==> config.mk <==
export PLATFORM = sky130hd
export DESIGN_NAME = mac_array
export DESIGN_NICKNAME = d
export VERILOG_FILES = /design/src/rtl/mac_pkg.sv /design/src/rtl/mac_lane.sv /design/src/rtl/mac_array.sv
export SDC_FILE = /design/constraint.sdc
export NUM_CORES = 2
export LEC_CHECK = 0
export CAP_MARGIN = 20
export CORE_MARGIN = 2
export CORE_UTILIZATION = 65
export DETAILED_ROUTE_END_ITERATION = 12
export PLACE_DENSITY = 0.88
export SETUP_SLACK_MARGIN = 0.05
export SLEW_MARGIN = 10
export SYNTH_ARGS = -nofsm -noshare
export SYNTH_HDL_FRONTEND = slang
export SYNTH_HIERARCHICAL = 1
export SYNTH_SLANG_ARGS = --single-unit
export TNS_END_PERCENT = 10
==> constraint.sdc <==
create_clock -name clk_i -period 4.9 [get_ports clk_i]
set_clock_uncertainty 0.2 [all_clocks]
set_input_delay 0.98 -clock clk_i [delete_from_list [all_inputs] [get_ports clk_i]]
set_output_delay 0.98 -clock clk_i [all_outputs]
set_load 0.03 [all_outputs]
==> src/rtl/mac_pkg.sv <==
`default_nettype none
// ============================================================================
// Module      : mac_pkg
// Description : Shared FSM state encoding and default parameters for mac_array
// Revision    : 1.0
// ============================================================================
package mac_pkg;

    localparam int c_N_LANES  = 4;
    localparam int c_DATA_W   = 8;
    localparam int c_WEIGHT_W = 8;
    localparam int c_ACC_W    = 32;
    localparam int c_LEN_W    = 10;

    typedef enum logic [1:0] {
        S_IDLE  = 2'd0,
        S_ACCUM = 2'd1,
        S_DRAIN = 2'd2,
        S_DONE  = 2'd3
    } state_e;

endpackage : mac_pkg
`default_nettype wire

==> src/rtl/mac_lane.sv <==
`default_nettype none
// ============================================================================
// Module      : mac_lane
// Description : One MAC lane - registered signed product, then accumulate
//               with wrap or saturate and a sticky overflow flag
// Revision    : 1.0
// ============================================================================
module mac_lane
    import mac_pkg::*;
#(
    parameter int DATA_W   = c_DATA_W,
    parameter int WEIGHT_W = c_WEIGHT_W,
    parameter int ACC_W    = c_ACC_W
) (
    input  logic                clk_i,
    input  logic                rst_i,
    input  logic                i_zero,
    input  logic                i_beat,
    input  logic                i_sat,
    input  logic [DATA_W-1:0]   i_data,
    input  logic [WEIGHT_W-1:0] i_weight,
    output logic [ACC_W-1:0]    o_acc,
    output logic                o_ovf
);

    localparam int c_PROD_W = DATA_W + WEIGHT_W;
    localparam logic [ACC_W-1:0] c_MAX = {1'b0, {(ACC_W-1){1'b1}}};
    localparam logic [ACC_W-1:0] c_MIN = {1'b1, {(ACC_W-1){1'b0}}};

    logic signed [DATA_W-1:0]   w_data;
    logic signed [WEIGHT_W-1:0] w_weight;
    logic signed [c_PROD_W-1:0] w_prod;
    logic signed [ACC_W:0]      w_sum;
    logic                       w_of;
    logic signed [ACC_W-1:0]    w_next;

    logic signed [c_PROD_W-1:0] r_prod;
    logic                       r_pvld;
    logic signed [ACC_W-1:0]    r_acc;
    logic                       r_ovf;

    assign w_data   = i_data;
    assign w_weight = i_weight;
    assign w_prod   = c_PROD_W'(w_data) * c_PROD_W'(w_weight);

    // One guard bit: a mismatch between the two top bits is a signed overflow,
    // and the guard bit itself gives the true sign for choosing the clamp rail.
    assign w_sum = (ACC_W+1)'(r_acc) + (ACC_W+1)'(r_prod);
    assign w_of  = w_sum[ACC_W] ^ w_sum[ACC_W-1];

    always_comb begin
        w_next = w_sum[ACC_W-1:0];
        if (w_of && i_sat) begin
            w_next = w_sum[ACC_W] ? c_MIN : c_MAX;
        end
    end

    always_ff @(posedge clk_i or posedge rst_i) begin
        if (rst_i) begin
            r_prod <= '0;
            r_pvld <= 1'b0;
            r_acc  <= '0;
            r_ovf  <= 1'b0;
        end else if (i_zero) begin
            r_prod <= '0;
            r_pvld <= 1'b0;
            r_acc  <= '0;
            r_ovf  <= 1'b0;
        end else begin
            r_pvld <= i_beat;
            if (i_beat) begin
                r_prod <= w_prod;
            end
            if (r_pvld) begin
                r_acc <= w_next;
                r_ovf <= r_ovf | w_of;
            end
        end
    end

    assign o_acc = r_acc;
    assign o_ovf = r_ovf;

endmodule : mac_lane
`default_nettype wire

==> src/rtl/mac_array.sv <==
`default_nettype none
// ============================================================================
// Module      : mac_array
// Description : N-lane signed multiply-accumulate array with run-length FSM,
//               input/output handshakes and wrap/saturate modes
// Revision    : 1.0
// ============================================================================
module mac_array
    import mac_pkg::*;
#(
    parameter int N_LANES  = c_N_LANES,
    parameter int DATA_W   = c_DATA_W,
    parameter int WEIGHT_W = c_WEIGHT_W,
    parameter int ACC_W    = c_ACC_W,
    parameter int LEN_W    = c_LEN_W
) (
    input  logic                        clk_i,
    input  logic                        rst_i,
    input  logic                        start_i,
    input  logic [LEN_W-1:0]            len_i,
    input  logic                        sat_en_i,
    input  logic                        clear_i,
    input  logic                        in_valid_i,
    output logic                        in_ready_o,
    input  logic [N_LANES*DATA_W-1:0]   in_data_i,
    input  logic [N_LANES*WEIGHT_W-1:0] in_weight_i,
    output logic                        out_valid_o,
    input  logic                        out_ready_i,
    output logic [N_LANES*ACC_W-1:0]    out_data_o,
    output logic [N_LANES-1:0]          ovf_o,
    output logic                        busy_o
);

    generate
        if (ACC_W < DATA_W + WEIGHT_W) begin : g_acc_w_check
            $error("mac_array: ACC_W must be >= DATA_W + WEIGHT_W");
        end
    endgenerate

    state_e             r_state;
    state_e             w_next_state;
    logic [LEN_W-1:0]   r_len;
    logic [LEN_W-1:0]   r_cnt;
    logic               r_sat;
    logic               r_drain;

    logic               w_start_ok;
    logic               w_accept;
    logic               w_last;
    logic               w_lane_zero;
    logic               w_in_ready;
    logic               w_out_valid;
    logic               w_busy;

    logic [N_LANES-1:0][ACC_W-1:0] w_acc;
    logic [N_LANES-1:0]            w_ovf;

    // clear_i dominates both a new start and any beat offered in the same cycle.
    assign w_start_ok  = (r_state == S_IDLE) && start_i && (len_i != '0) && !clear_i;
    assign w_accept    = (r_state == S_ACCUM) && in_valid_i && !clear_i;
    assign w_last      = w_accept && ((r_cnt + LEN_W'(1)) == r_len);
    assign w_lane_zero = w_start_ok || clear_i;

    always_comb begin
        w_next_state = r_state;
        w_in_ready   = 1'b0;
        w_out_valid  = 1'b0;
        w_busy       = 1'b1;
        case (r_state)
            S_IDLE: begin
                w_busy = 1'b0;
                if (w_start_ok) begin
                    w_next_state = S_ACCUM;
                end
            end
            S_ACCUM: begin
                w_in_ready = 1'b1;
                if (w_last) begin
                    w_next_state = S_DRAIN;
                end
            end
            S_DRAIN: begin
                if (r_drain) begin
                    w_next_state = S_DONE;
                end
            end
            S_DONE: begin
                w_out_valid = 1'b1;
                if (out_ready_i) begin
                    w_next_state = S_IDLE;
                end
            end
            default: begin
                w_next_state = S_IDLE;
            end
        endcase
        if (clear_i) begin
            w_next_state = S_IDLE;
        end
    end

    always_ff @(posedge clk_i or posedge rst_i) begin
        if (rst_i) begin
            r_state <= S_IDLE;
            r_len   <= '0;
            r_cnt   <= '0;
            r_sat   <= 1'b0;
            r_drain <= 1'b0;
        end else begin
            r_state <= w_next_state;
            // Two DRAIN cycles let the last product pass both lane stages.
            r_drain <= (r_state == S_DRAIN) && !r_drain && !clear_i;
            if (w_start_ok) begin
                r_len <= len_i;
                r_sat <= sat_en_i;
            end
            if (w_lane_zero) begin
                r_cnt <= '0;
            end else if (w_accept) begin
                r_cnt <= r_cnt + LEN_W'(1);
            end
        end
    end

    generate
        for (genvar g = 0; g < N_LANES; g++) begin : g_lane
            mac_lane #(
                .DATA_W   (DATA_W),
                .WEIGHT_W (WEIGHT_W),
                .ACC_W    (ACC_W)
            ) u_lane (
                .clk_i    (clk_i),
                .rst_i    (rst_i),
                .i_zero   (w_lane_zero),
                .i_beat   (w_accept),
                .i_sat    (r_sat),
                .i_data   (in_data_i[g*DATA_W +: DATA_W]),
                .i_weight (in_weight_i[g*WEIGHT_W +: WEIGHT_W]),
                .o_acc    (w_acc[g]),
                .o_ovf    (w_ovf[g])
            );

            assign out_data_o[g*ACC_W +: ACC_W] = w_out_valid ? w_acc[g] : '0;
        end
    endgenerate

    assign ovf_o       = w_ovf;
    assign in_ready_o  = w_in_ready;
    assign out_valid_o = w_out_valid;
    assign busy_o      = w_busy;

endmodule : mac_array
`default_nettype wire

# Yosys cells after proc, flatten, opt, wreduce, memory -nomap -nowiden
# Index checks and enable logic that the tools add are counted.
[classes]
n_reduce_logical = 20
eq_ne = 8
muxes = 48
n_mul = 4
bitwise = 8
n_addsub = 5
[ops]
columns = ["op", "n"]
rows = [
  ["two-way mux 32 bit", 20],
  ["adder 32 x 16 -> 33 bit", 4],
  ["two-way mux 16 bit", 8],
  ["multiplier 8 x 8 -> 16 bit", 4],
  ["two-way mux 10 bit", 2],
  ["logical AND 1 bit", 12],
  ["two-way mux 1 bit", 12],
  ["!= test 3 bit, second input constant", 4],
  ["adder 10 x 1 -> 10 bit, second input constant", 1],
  ["== test 10 bit", 1],
  ["two-way mux 2 bit", 5],
  ["nonzero test 10 bit", 1],
  ["one-hot mux 2 bit (4 select lines)", 1],
  ["== test 2 bit, second input constant", 2],
  ["OR 1 bit", 4],
  ["AND reduction 4 bit", 1],
  ["nonzero test 2 bit", 2],
  ["bitwise XOR 1 bit", 4],
  ["== test 2 x 1 -> 1 bit, second input constant", 1],
  ["zero test 1 bit", 2],
  ["zero test 2 bit", 1],
  ["logical OR 1 bit", 1],
]
[word_totals]
reg_bits = 221
word_cells = 111

# Logic depth before layout (Yosys ltp)
[depth]
ltp_word = 7
mapped_depth = 19

# Modules after synthesis
# The synthesis kept the hierarchy.
[by_module_without_submodules]
columns = ["module", "n_inst", "seq_area_each_um2", "cells_each", "area_each_um2"]
rows = [
  ["mac_lane at g_lane[2].u_lane ...", 2, 1251.2, 720, 6354.8],
  ["mac_lane at g_lane[1].u_lane", 1, 1251.2, 717, 6306.0],
  ["mac_lane at g_lane[0].u_lane", 1, 1251.2, 679, 6188.4],
  ["mac_array", 1, 600.6, 290, 2313.5],
]

# Worst setup path before layout
# Ideal clock, no wire load.
[synth_path]
path_kind = "input to register"
startpoint = "input in_weight_i[10]"
endpoint = "register g_lane[1].u_lane.r_prod[14]"
arrival_time_ns = 4.895
path_stages = 18
setup_slack_ns = -0.321
cell_sequence = "and2_1 -> fa_1 -> inv_1 -> fa_1 -> inv_1 -> fa_1 -> inv_1 -> fa_1 -> inv_1 -> ha_1 -> a21oi_1 -> o21bai_1 -> a21oi_1 -> o21bai_1 -> a21oi_1 -> o21ai_0 -> mux2i_1 -> a311o_1"
[synth_via]
elab_chain_len = 3
[synth_lines]
columns = ["item", "line_no", "source"]
rows = [
  ["start: declaration", "mac_array.sv:26", "input logic [N_LANES*WEIGHT_W-1:0] in_weight_i,"],
  ["multiplier 8 x 8 -> 16 bit", "mac_lane.sv:44", "assign w_prod = c_PROD_W'(w_data) * c_PROD_W'(w_weight);"],
  ["two-way mux 16 bit", "mac_lane.sv:71", "if (i_beat) begin"],
  ["two-way mux 16 bit", "mac_lane.sv:64", "end else if (i_zero) begin"],
  ["end signal: assignment", "mac_lane.sv:72", "r_prod <= w_prod;"],
  ["end: declaration", "mac_lane.sv:37", "logic signed [c_PROD_W-1:0] r_prod;"],
]
# Every way passes these cells. The select of a mux whose other input is x is not followed.
# A chain may end at the register's enable or synchronous reset.

# Worst setup path after layout
[layout_path]
startpoint = "input in_weight_i[3]"
endpoint = "register g_lane[0].u_lane.r_prod[11]"
[layout_via]
elab_chain_len = 3
[layout_lines]
columns = ["item", "line_no"]
rows = [
  ["multiplier 8 x 8 -> 16 bit", "mac_lane.sv:44"],
  ["two-way mux 16 bit", "mac_lane.sv:71"],
  ["two-way mux 16 bit", "mac_lane.sv:64"],
  ["end signal: assignment", "mac_lane.sv:72"],
  ["end: declaration", "mac_lane.sv:37"],
]
# Every way passes these cells. The select of a mux whose other input is x is not followed.

==> flow_summary.toml <==
[run_status]
outcome = "finished, final reports clean"

[cells_and_area]
nNetsFinal = 4035
drive_above_1_share_pct = 14.5
num_antenna_cells = 0
stdcell_area_mm2 = 0.0327
area_growth_syn_to_layout_pct = 18.9

[critical_path]
critPathLaunch = "in_weight_i[3]"
crit_arrival_ns = 5.15
crit_fanout = 5
crit_path_end = "g_lane[0].u_lane/r_prod[11]$_DFFE_PP0P_"
r2r_cells = 11
cp-end-kind = "flop"
path_class = "in2reg"
r2r-end = "g_lane[1].u_lane/o_acc[14]$_DFFE_PP0P_"
required_ns = 5.20
ff2ff_setup_slack_ns = 0.62
cp-start-kind = "input port"
rr_startpoint = "g_lane[1].u_lane/r_prod[15]$_DFFE_PP0P_"

[sta]
fin_crit_sh_pct = 98.9
tns_ns = 0
hold_viol_final = 0
maxSlewHeadroom_pct = 38.6
worst_slack_ns = 0.0526
grt_setup_unrepaired = "yes"
fmaxAchievable_mhz = 206
setup_violations = 0
period_needed_ns = 4.85
worstMarginPinSlew_ns = 0.919
slew_viol_final = 0
worst_hold_slack_ns = 0.321

[synth]
synth_top_family_by_area = "adder cells"
synth_compound_area_share_pct = 17.7
synth-simple-area-share_pct = 18.7
synth_fp_nets = 3680
ys_types = 98
synth_area_leaders = "dfrtp_1 (20%), fa_1 (16%), ha_1 (11%)"
synth_ff_type = "dfrtp_1"
async_reset_ff_share_pct = 100
yosysTopAreaCellShare_pct = 20.4
synth_area_mm2 = 0.0275
syn_area_per_cell_um2 = 8.80
syn_inst = 3126
synthXorXnorAreaFrac_pct = 6.08
synth_edf_count = 0
yosysSeqAreaShare_pct = 20.4
synth_fa_ha_area_share_pct = 27.6
synth.area.mux_share_pct = 2.40
synth-warning-count = 6
ys_ff_latch = 224
synth_area_leader_cell = "dfrtp_1"

[clock_tree]
root_buffer = "clkbuf_16"
cts_made_buffers = 28
cts_tree = "done"
cts.clk_slew.worst_paths_ns = 0.06
ctsHoldBuffers = 0
clock-sinks = 224
htree_levels = 1
insertion_delay_ns = 0.57
clockBufferDepth = 3

[power]
cellPowerDensity_mw_per_mm2 = 344
vdd_drop_max_uv = 440
pwr-share-seq_pct = 18.8
power_frac_clock_pct = 17.9
p_leak_nw = 16.2
intPower_mw = 6.56
p_sw_mw = 4.70
power_frac_comb_pct = 63.2
swShare_pct = 41.7

[routing]
wire_per_inst_um = 18.5
highest_layer = "met4"
routed-wl-met3_um = 4140
route.met2.wl_um = 37800
totalWireLength_um = 74600
viasPerCell = 6.11
dr_total_vias = 24700
drt.antenna.violating_nets = 0
wl_met1_um = 29600
drc = 0
firstDrtPassIters = 6
drt_iter0_drc = 2025

[placement]
port-buffer-count = 215
post-dp-hpwl_um = 55500
preCtsSetupSlack_ns = -0.925
placed_area_mm2 = 0.0315
place_congestion = 0.952

[die]
fp.dieArea_mm2 = 0.0440
die_y_um = 210
rows = 75
initial_core_util_pct = 65.7
io_pins = 216
core_area_mm2 = 0.0419
die_width_um = 210

[run]
maxCapViolations = 0

[global_routing]
track_usage_pct = 33.1
antenna_found_initial = 0
grt_pass1_vias = 25500
grt_pass1_wl_um = 121000
globalRoute.totalOverflow = 0
grt_max_degree = 67

[min_path]
min_path_type = "reg2reg"
-- critical path, stage by stage --
cell and delay (ns):
buf_8 0.10, and2_4 0.15, fa_1 0.54, inv_2 0.04, fa_1 0.53, inv_1 0.06
fa_1 0.50, inv_2 0.05, fa_1 0.55, inv_2 0.05, ha_4 0.28, inv_2 0.04
o21bai_1 0.13, a21o_1 0.17, a21oi_2 0.07, buf_4 0.13, buf_4 0.12, o21bai_1 0.23
xor2_1 0.23, mux2i_1 0.11, nor2_1 0.09
-- sequential cells by signal (all words and copies together) (netlist names) --
register and flops:
r_state 2, g_lane.u_lane/o_acc 128, g_lane.u_lane/r_pvld 4, r_cnt 10, r_len 10, g_lane.u_lane/o_ovf 4
g_lane.u_lane/r_prod 64, r_sat 1, r_drain 1
-- stage by stage --
step | cells | util, % | total power [mW]
2_1_floorplan | 3126 | - | 6.37
3_3_place_gp | 3970 | 75.2 | 8.06
3_5_place_dp | 3970 | 75.2 | 8.49
4_1_cts | 4022 | 77.5 | 10.7
5_1_grt | 4038 | 78.2 | 12.1
6_report | 4038 | 78.2 | 11.3
-- per-layer routing --
metal,vias to the layer above,GRT usage [%]
li1,11300,-
met1,12100,41.1
met2,1023,58.9
met3,241,2.87
met4,0,14.5
met5,-,0
-- layout by cell type, fill, tap and decap left out, types with 126 or more instances in the layout --
cell type,n
dfrtp_1,223
xnor2_1,126
inv_1,351
ha_1,225
clkdlybuf4s50_1,151
fa_1,217
a21oi_1,179
and2_1,297
buf_4,212
nor2_1,150
nand2_1,243
-- power by group through the flow --
stage          Combinational [mW]  Sequential (mW)  Clock (mW)
2_1_floorplan                4.30             2.07           0
3_3_place_gp                 5.93             2.14           0
3_5_place_dp                 6.35             2.14           0
4_1_cts                      6.55             2.12        2.05
5_1_grt                      7.86             2.13        2.11
6_report                     7.12             2.12        2.02
-- logic make-up after synthesis --
family	count (synthesis)
flip-flops	224
adder cells (fa/ha/maj)	473
AO/OA/AOI/OAI	709
XOR/XNOR	186
multiplexers	64
buffers and inverters	483
AND/OR/NAND/NOR	987
-- cell usage after synthesis (all sizes together) (6+ instances only) --
master / instances
a2111oi: 6
nand4: 17
nand3: 40
or3: 14
and2: 313
nor3: 57
a22oi: 6
buf: 40
a311o: 7
o31ai: 12
ha: 249
inv: 375
nand2b: 21
nor2: 155
and3: 31
a21boi: 10
a221o: 32
a211o: 10
a31oi: 29
a31o: 6
o21bai: 26
a221oi: 10
fa: 224
and4: 7
nand2: 250
xnor2: 127
mux2i: 49
mux2: 15
a21o: 81
clkbuf: 68
nor3b: 7
o21ai: 159
nor4: 10
o21a: 14
a211oi: 43
a21oi: 198
dfrtp: 224
o211a: 8
nor2b: 45
xor2: 59
o211ai: 13
-- worst min-delay path by stage --
stage / to / slack, ns / cells after the start / start
2_1_floorplan: g_lane[2].u_lane/o_acc[21]$_DFFE_PP0P_ / 0.27 / 2 / g_lane[2].u_lane/o_acc[21]$_DFFE_PP0P_
3_3_place_gp: r_drain$_DFF_PP0_ / 0.29 / 2 / r_drain$_DFF_PP0_
3_5_place_dp: r_len[1]$_DFFE_PP0P_ / 0.30 / 1 / r_len[1]$_DFFE_PP0P_
4_1_cts: g_lane[2].u_lane/o_acc[16]$_DFFE_PP0P_ / 0.32 / 2 / g_lane[2].u_lane/o_acc[16]$_DFFE_PP0P_
5_1_grt: g_lane[3].u_lane/o_acc[10]$_DFFE_PP0P_ / 0.33 / 2 / g_lane[3].u_lane/o_acc[10]$_DFFE_PP0P_
6_report: g_lane[2].u_lane/o_acc[16]$_DFFE_PP0P_ / 0.32 / 2 / g_lane[2].u_lane/o_acc[16]$_DFFE_PP0P_
-- area by class of cell --
class                   instances  area (um^2)
multi-input cells            2419        20500
clock buffers                  38          800
well taps                     539          674
repair buffers                433         3650
flip-flops and latches        224         5610
clock inverters                10         83.8
fillers                      2785         9140
inverters                     375         1410
-- timing repair --
action | CTS | global route
setup buffers | 4 | 11
setup endpoints to repair | 20 | 19
gates resized for setup | 108 | 195
pin swaps | 19 | 80
hold endpoints to repair | 0 | 0
No activity file was read; power rests on OpenSTA's default activity.
